===== config.mk =====
export PLATFORM = sky130hd
export DESIGN_NAME = key_input_ctrl
export DESIGN_NICKNAME = d
export VERILOG_FILES = /design/src/rtl/key_input_ctrl.sv
export SDC_FILE = /design/constraint.sdc
export NUM_CORES = 1
export LEC_CHECK = 0
export BUFFER_PORTS_ARGS = -buffer_cell sky130_fd_sc_hd__buf_2
export CORE_MARGIN = 1
export CORE_UTILIZATION = 60
export DETAILED_ROUTE_END_ITERATION = 7
export PLACE_DENSITY_LB_ADDON = 0.2
export SLEW_MARGIN = 20
export SYNTH_ARGS = -nofsm -noshare
export SYNTH_HDL_FRONTEND = slang
export SYNTH_SLANG_ARGS = --single-unit

===== constraint.sdc =====
create_clock -name clk -period 2.8 [get_ports clk]
set_input_delay 0.56 -clock clk [delete_from_list [all_inputs] [get_ports clk]]
set_output_delay 0.56 -clock clk [all_outputs]
set_load 0.05 [all_outputs]

===== src/rtl/key_input_ctrl.sv =====
// Front-panel input conditioner: synchronises and debounces keys and switches, emits key
// rise pulses and drives a run/pause/single-step CPU clock enable.
module key_input_ctrl #(
    parameter int unsigned DB_CYCLES = 1_000_000,
    parameter int unsigned SW_W      = 5
) (
    input  logic            clk,
    input  logic            clr,
    input  logic            key_go,
    input  logic            key_run,
    input  logic            key_step,
    input  logic [SW_W-1:0] sw_in,
    output logic            go_level,
    output logic            go_pulse,
    output logic [SW_W-1:0] sw_out,
    output logic            cpu_en,
    output logic [1:0]      mode
);

    localparam int unsigned NumCh  = SW_W + 3;
    localparam logic [23:0] CntMax = 24'(DB_CYCLES - 1);

    if (DB_CYCLES < 2 || DB_CYCLES > 32'd16_777_215) begin : g_bad_db_cycles
        $error("key_input_ctrl: DB_CYCLES must be within 2 .. 2^24-1");
    end

    typedef enum logic [1:0] {
        StRun   = 2'b00,
        StPause = 2'b01,
        StStep  = 2'b10
    } mode_e;

    // Channel order: bit 0 go, bit 1 run, bit 2 step, bits 3.. switches.
    logic [NumCh-1:0] raw;
    logic [NumCh-1:0] s1_q, s2_q;
    logic [NumCh-1:0] st_q, st_d;
    logic [23:0]      cnt_q [NumCh];
    logic [23:0]      cnt_d [NumCh];
    logic [2:0]       key_dly_q;
    logic [2:0]       pulse_q, pulse_d;
    mode_e            mode_q, mode_d;
    logic             run_p, step_p;

    assign raw    = {sw_in, key_step, key_run, key_go};
    assign run_p  = pulse_q[1];
    assign step_p = pulse_q[2];

    // A level is accepted only after DB_CYCLES consecutive disagreeing samples.
    always_comb begin
        st_d = st_q;
        for (int i = 0; i < int'(NumCh); i++) begin
            cnt_d[i] = '0;
            if (s2_q[i] != st_q[i]) begin
                if (cnt_q[i] == CntMax) begin
                    st_d[i] = s2_q[i];
                end else begin
                    cnt_d[i] = cnt_q[i] + 24'd1;
                end
            end
        end
        pulse_d = st_q[2:0] & ~key_dly_q;
    end

    always_ff @(posedge clk) begin
        if (clr) begin
            s1_q      <= '0;
            s2_q      <= '0;
            st_q      <= '0;
            key_dly_q <= '0;
            pulse_q   <= '0;
            for (int i = 0; i < int'(NumCh); i++) begin
                cnt_q[i] <= '0;
            end
        end else begin
            s1_q      <= raw;
            s2_q      <= s1_q;
            st_q      <= st_d;
            key_dly_q <= st_q[2:0];
            pulse_q   <= pulse_d;
            for (int i = 0; i < int'(NumCh); i++) begin
                cnt_q[i] <= cnt_d[i];
            end
        end
    end

    always_ff @(posedge clk) begin
        if (clr) begin
            mode_q <= StRun;
        end else begin
            mode_q <= mode_d;
        end
    end

    // run_p has priority over step_p in PAUSE; pulses arriving during STEP are dropped.
    always_comb begin
        mode_d = mode_q;
        case (mode_q)
            StRun:   if (run_p) mode_d = StPause;
            StPause: begin
                if (run_p) begin
                    mode_d = StRun;
                end else if (step_p) begin
                    mode_d = StStep;
                end
            end
            StStep:  mode_d = StPause;
            default: mode_d = StRun;
        endcase
    end

    always_comb begin
        cpu_en   = (mode_q == StRun) || (mode_q == StStep);
        mode     = mode_q;
        go_level = st_q[0];
        go_pulse = pulse_q[0];
        sw_out   = st_q[NumCh-1:3];
    end

endmodule


==> key figures, run 1 <==
Power
  • Peak supply drop: 0.633 mV
  • Internal power: 5310 uW
  • Sw Ratio: 0.195
  • Combinational power share: 0.010
  • Net switching power: 1290 uW
  • Clock network power share: 0.503
  • Flop pwr share: 0.486
  • Design Power: 6600 uW
  • Power per cell area: 598 nW/um^2
  • Static leakage: 0.00325 uW

CTS
  • Htree depth: 1
  • Total CTS buffers: 24
  • Worst-skew pair later-pin latency: 0.50 ns
  • Max clock buf depth: 3
  • CTS sink count: 224
  • CTS Root Cell: clkbuf_16
  • Post-CTS setup buffers: 0
  • Reg clk slew, reported paths: 0.06 ns
  • # hold bufs at CTS: 0
  • CTS resizes: 0
  • CTS tree: done

Floorplan
  • Starting Density: 0.620
  • Die Ht: 131 um
  • Core box area: 16000 um^2
  • Number of I/O pins: 20
  • Row cnt: 46
  • Die area: 17000 um^2
  • Die width: 131 um

Routing
  • Average wire per cell in the routed design: 13.4 um
  • Starting DRT DRC Count: 355
  • Routed WL: 18.6 mm
  • Vias per std cell: 5.79
  • Antenna viol nets, final: 0
  • Vias: 8070
  • Pre-antenna DRT Iters: 6
  • Drt drc: 0

Yosys
  • Ys Warns: 0
  • Most numerous cell in the Yosys netlist: dfxtp_1
  • Register area share after synthesis: 0.452
  • Number of synthesized flops with an enable pin: 0
  • Post-synth cell types: 44
  • Yosys top cell by area: dfxtp_1
  • Post-synth top area share: 0.452
  • Yosys reg bits: 224
  • Synth async-reset ratio: 0
  • Synth top area cells: dfxtp_1 (45%), xnor2_1 (5.7%), nor2_1 (5.4%), xor2_1 (4.1%), a21oi_1 (4.0%)
  • Syn nets: 1170
  • Syn avg cell area: 8.61 um^2
  • Synthesized area: 9920 um^2
  • Post-synthesis cell count: 1152
  • Synth cell count leaders: dfxtp_1 (224), nor2_1 (142), a21oi_1 (79)
  • Commonest register cell after synthesis: dfxtp_1

Global routing
  • First-pass GRT wire length: 32.1 mm
  • Pin count of the biggest net entering global routing: 25
  • Vias in the first global route: 7271
  • GRT Util Overall: 0.224
  • Grt ovf: 0
  • Antenna violations before repair: 0

STA
  • Count of final hold-check violations: 0
  • Post-layout min period: 2.13 ns
  • Fin Clk Skew: 0.00636 ns
  • Unrepaired setup endpoints after global routing: no
  • Min Hold Slack: 0.262 ns
  • Worst rel slew slack: 0.595
  • Measured slew at the worst slew-check pin: 0.603 ns
  • Setup violations, final: 0
  • Setup TNS: 0 ns
  • Final Max Slew Viols: 0
  • Final period util: 0.759
  • Fmax: 470 MHz

Job
  • Max-Cap Viols: 0

Finish
  • Area growth, synth to finish: 11.3%
  • # diodes: 0
  • Share of cells above drive strength 1: 0.0798
  • Final nets: 1178

Worst setup path
  • Worst-path cell chain: nand4_1, or3_1, or4_1, a21oi_1
  • Startpoint Class: flip-flop
  • Critical Path RT: 3.24 ns
  • Largest stage delay, worst path: 0.60 ns
  • Critical Setup Path Class: reg2reg
  • Reg2reg start: cnt_q[0][74]$_SDFF_PP0_
  • Worst path slowest cell: or3_1
  • Crit-path leading delay family: simple AND/OR/NAND/NOR gates
  • Worst setup EP type: flip-flop
  • CP bufs+invs: 0
  • Critical-path maximum fanout: 12
  • CP Launch Point: cnt_q[0][74]$_SDFF_PP0_
  • CP arrival: 2.56 ns

Run status
  • Outcome: finished clean

Min path
  • Min-delay worst type: in2reg
  • Worst Min Path Start: sw_in[0]

Placement
  • Placer Congestion: 0.862
  • Dpl hpwl: 12.4 mm
  • PortBufs: 19
==> worst register-to-register path, cell delays in order (launching register included) <==
cell and delay (ns):
dfxtp_1 0.40, nand4_1 0.39, or3_1 0.60, or4_1 0.53, a21oi_1 0.14
==> through the flow <==
step	utilization	setup WS, ns	cells	area (um^2)
after floorplan	-	0.784	1152	9920
after global placement	0.637	0.759	1350	10200
after detailed placement	0.637	0.698	1350	10200
after CTS	0.690	0.686	1394	11000
after global routing	0.690	0.479	1394	11000
final	0.690	0.674	1394	11000
==> flip-flops by register name (all words and copies together), names as in the netlist <==
signal and cells:
cnt_q 192, s1_q 8, pulse_q 3, s2_q 8
st_q 8, key_dly_q 3, mode 2
==> area by class of cell <==
cell class	count	area, um^2
multi-input combinational	843	5100
fill	1337	4960
sequential	224	4480
clock buffer	34	729
tap	216	270
timing repair buffer	33	200
inverter	34	128
clock inverter	10	125
==> logic make-up (layout without fill, tap and decap cells) <==
family / count (synthesis) / count (layout) / share of synthesized area
adder cells (fa/ha/maj): 8 / 8 / 0.0101
AND/OR/NAND/NOR: 553 / 553 / 0.306
multiplexers: 2 / 2 / 0.00214
buffers and inverters: 85 / 111 / 0.0351
XOR/XNOR: 110 / 110 / 0.0971
flip-flops: 224 / 224 / 0.452
AO/OA/AOI/OAI: 170 / 170 / 0.0979
==> power groups by stage <==
stage               combinational (uW)  clock [uW]  sequential (uW)
finish                            67.0        3320             3210
global route                      75.4        3530             3210
CTS                               68.3        3400             3210
detailed placement                67.9           0             3280
global placement                  67.3           0             3280
floorplan                         42.8           0             3280
==> final timing paths <==
path,end,slack [ns],cells past startpoint
max,cnt_q[0][94]$_SDFF_PP0_,0.67,4
min,s1_q[3]$_SDFF_PP0_,0.26,2
max reg2reg,cnt_q[0][94]$_SDFF_PP0_,0.67,4
min reg2reg,pulse_q[0]$_SDFF_PP0_,0.38,1
==> cell usage in the layout (no fill, tap or decap), types with 43 or more instances in the layout <==
master   synthesis  layout
or3_1           45      45
a21oi_1         79      79
nand4_1         60      60
o21ai_0         43      43
nand2_1         59      59
xor2_1          46      46
dfxtp_1        224     224
nor2_1         142     142
xnor2_1         64      64
nand3_1         68      68
==> metal layers <==
metal | track usage | routed length [um]
met2 | 0.392 | 8860
met5 | 0 | 0
met1 | 0.288 | 8870
met3 | 0.0346 | 595
met4 | 0.0568 | 307
Note: power is estimated with default switching activity, not from simulation.
==> inputs of run 2 (changes only) <==
--- a/config.mk
+++ b/config.mk
@@ -5,9 +5,10 @@
 export SDC_FILE = /design/constraint.sdc
 export NUM_CORES = 1
 export LEC_CHECK = 0
+export ABC_AREA = 1
 export BUFFER_PORTS_ARGS = -buffer_cell sky130_fd_sc_hd__buf_2
 export CORE_MARGIN = 1
-export CORE_UTILIZATION = 60
+export CORE_UTILIZATION = 57
 export DETAILED_ROUTE_END_ITERATION = 7
 export PLACE_DENSITY_LB_ADDON = 0.2
 export SLEW_MARGIN = 20
==> constraint.sdc (replaced) <==
create_clock -name clk -period 1.75 [get_ports clk]
set_input_delay 0.35 -clock clk [delete_from_list [all_inputs] [get_ports clk]]
set_output_delay 0.35 -clock clk [all_outputs]
set_load 0.05 [all_outputs]
==> key figures, run 2 <==
Yosys
  • Post-synthesis mux area share: 0 (-0.00214)
  • Synth top area cells: dfxtp_1 (40%), nand2_1 (16%), nor2_1 (15%), inv_1 (5.7%), nand3_1 (4.5%)
  • Synthesized area: 11300 um^2 (+14%)
  • Yosys top cell by area: dfxtp_1
  • Post-synth top area share: 0.398 (-0.0546)
  • Number of synthesized flops with an enable pin: 0 (unchanged)
  • Synth cell count leaders: nand2_1 (471), nor2_1 (444), dfxtp_1 (224)
  • Most numerous cell in the Yosys netlist: nand2_1
  • Adder-cell area share of the yosys netlist: 0.00887 (-0.00122)
  • Syn avg cell area: 6.56 um^2 (-24%)
  • Yosys reg bits: 224 (unchanged)
  • Ys Warns: 0 (unchanged)
  • Synth Area in XOR/XNOR: 0.0660 (-0.0311)
  • Post-synthesis cell count: 1719 (+49%)
  • Compound-cell area share of the yosys netlist: 0.0504 (-0.0475)
  • Commonest register cell after synthesis: dfxtp_1
  • Syn nets: 1737 (+48%)
  • Post-synth cell types: 29 (-34%)
  • Post-synthesis simple-gate area fraction: 0.399 (+0.0936)
  • Largest family of logic cells by synthesized area: simple AND/OR/NAND/NOR gates
  • Synth async-reset ratio: 0 (unchanged)
  • Register area share after synthesis: 0.398 (-0.0546)

STA
  • Setup TNS: 0 ns (unchanged)
  • Final period util: 0.937
  • Final Max Slew Viols: 0 (unchanged)
  • Setup violations, final: 0 (unchanged)
  • Worst rel slew slack: 0.749 (+0.154)
  • Unrepaired setup endpoints after global routing: no
  • Measured slew at the worst slew-check pin: 0.374 ns (-0.229 ns)
  • Count of final hold-check violations: 0 (unchanged)
  • Fin Clk Skew: 0.00608 ns (-0.000286 ns)
  • Fmax: 610 MHz
  • Post-layout min period: 1.64 ns

Worst setup path
  • Worst setup EP type: output port
  • CP bufs+invs: 1 (+1)
  • Critical Path RT: 1.40 ns (-1.84 ns)
  • CP arrival: 1.29 ns (-1.27 ns)
  • Largest stage delay, worst path: 0.46 ns (-0.14 ns)
  • Worst path slowest cell: dfxtp_1
  • Startpoint Class: flip-flop
  • Crit-path leading delay family: flip-flops
  • Worst-path cell chain: buf_2
  • Critical-path maximum fanout: 5 (-7)
  • Critical Setup Path Class: reg2out

Power
  • Internal power: 8180 uW (+54%)
  • Flop pwr share: 0.500 (+0.014)
  • Clock network power share: 0.488 (-0.015)
  • Design Power: 10300 uW (+56%)
  • Static leakage: 0.00400 uW (+23%)
  • Net switching power: 2080 uW (+62%)
  • Sw Ratio: 0.203 (+0.00772)
  • Combinational power share: 0.012 (+0.002)
  • Peak supply drop: 0.776 mV (+23%)
  • Power per cell area: 823 nW/um^2 (+38%)

Global routing
  • Pin count of the biggest net entering global routing: 28 (+12%)
  • Met3 Usage GRT: 0.0349 (+0.000267)
  • Top Usage Layer GRT: met2
  • Vias in the first global route: 9035 (+24%)
  • First-pass GRT wire length: 39.0 mm (+21%)
  • GR Util met2: 0.400 (+0.00779)
  • Antenna violations before repair: 1 (+1)
  • Grt ovf: 0 (unchanged)
  • Met1 usage: 0.292 (+0.00384)
  • GRT Util Overall: 0.228 (+0.00419)

Finish
  • Share of cells above drive strength 1: 0.0651 (-0.0147)
  • Area growth, synth to finish: 10.5%
  • Fill cell count: 1829 (+37%)
  • Post-route design area: 12500 um^2 (+13%)
  • Fin util: 0.643 (-0.0472)
  • Max reg flops: 192 (unchanged)
  • Commonest non-fill, non-tap cell in the layout: nand2_1
  • Non-Filler Instances: 2031 (+46%)
  • # diodes: 0 (unchanged)
  • Most frequent cells in the layout: nand2_1 (471), nor2_1 (442), dfxtp_1 (224)
  • Most flop-heavy register: cnt_q
  • Final nets: 1769 (+50%)

Floorplan
  • Starting Density: 0.581 (-0.0384)
  • Die width: 143 um (+9.3%)
  • Number of I/O pins: 20 (unchanged)
  • Row cnt: 51 (+11%)
  • Die area: 20400 um^2 (+19%)
  • Die Ht: 143 um (+9.3%)
  • Core box area: 19400 um^2 (+21%)

Routing
  • Vias per std cell: 4.94 (-15%)
  • Vias: 10.0k (+24%)
  • Pre-antenna DRT Iters: 5 (-1)
  • Average wire per cell in the routed design: 11.0 um (-17%)
  • Starting DRT DRC Count: 442 (+25%)
  • Antenna viol nets, final: 0 (unchanged)
  • Routed WL: 22.4 mm (+20%)
  • Drt drc: 0 (unchanged)

Job
  • Max-Cap Viols: 0 (unchanged)

CTS
  • CTS tree: done
  • CTS resizes: 0 (unchanged)
  • Reg clk slew, reported paths: 0.06 ns (about the same)
  • Worst-skew pair later-pin latency: 0.51 ns (about the same)
  • Post-CTS setup buffers: 0 (unchanged)
  • Max clock buf depth: 3 (unchanged)
  • Htree depth: 1 (unchanged)
  • CTS sink count: 224 (unchanged)
  • CTS Root Cell: clkbuf_16
  • # hold bufs at CTS: 0 (unchanged)
  • Total CTS buffers: 25 (+4.2%)

Placement
  • Area after DPL: 11700 um^2 (+15%)
  • Inst Count DP: 1989 (+47%)
  • Placer Congestion: 0.918 (+6.5%)
  • Dpl hpwl: 16.5 mm (+33%)
  • PortBufs: 19 (unchanged)

Run status
  • Outcome: finished clean

Min path
  • Min-delay worst type: in2reg
==> run 2: changes by cell type after synthesis, sizes merged, moves of 21 or more <==
cell and change:
or4 -44, or3 -48, nor4 -27, nand3 +39
clkbuf -40, nand4 -48, o31ai -36, nor2b -21
nand2 +418, nor2 +313, inv +141, o21ai -34
xnor2 -30
==> run 2: power by group through the flow <==
stage | clock network [uW] | registers (uW) | logic, uW
final | 5010 | 5130 | 126
after global routing | 5360 | 5130 | 142
after CTS | 5150 | 5130 | 128
after detailed placement | 0 | 5250 | 128
after global placement | 0 | 5240 | 126
after floorplan | 0 | 5240 | 88.7
==> run 2: kinds of logic after synthesis <==
logic type / Yosys count
simple gates: 1097
flops: 224
buf+inv: 200
compound gates: 105
xor+xnor: 85
fa+ha+maj: 8
==> run 2: worst paths after layout <==
path	depth (start not counted)	endpoint	slack, ns	start
worst max-delay path	1	go_level	0.11	st_q[0]$_SDFFE_PP0P_
worst min-delay path	3	s1_q[6]$_SDFF_PP0_	0.04	sw_in[3]
worst max register to register	9	cnt_q[1][11]$_SDFF_PP0_	0.13	cnt_q[1][0]$_SDFF_PP0_
worst min register to register	1	pulse_q[0]$_SDFF_PP0_	0.39	key_dly_q[0]$_SDFF_PP0_
==> run 2: cell type report <==
cell class,instances,area [um^2],area share
Timing Repair Buffer,30,278,0.0223
Tap cell,265,332,0.0266
Sequential cell,224,4480,0.360
Clock buffer,35,723,0.0580
Inverter,175,657,0.0527
Clock inverter,7,75.1,0.00602
Multi-Input combinational cell,1295,5920,0.475
==> run 2: layer usage <==
layer	share of wire	vias up
met1	0.48	4436
met4	0.021	2
met3	0.043	38
met2	0.46	175
li1	-	5386
met5	0.00076	-
==> run 2: metrics by stage <==
stage                     hold slack [ns]  worst slack (ns)
after CTS                          0.0154            0.0980
after floorplan                     0.373             0.312
after detailed placement            0.390             0.158
final                              0.0400             0.110
after global placement              0.382             0.153
after global routing               0.0360           0.00701
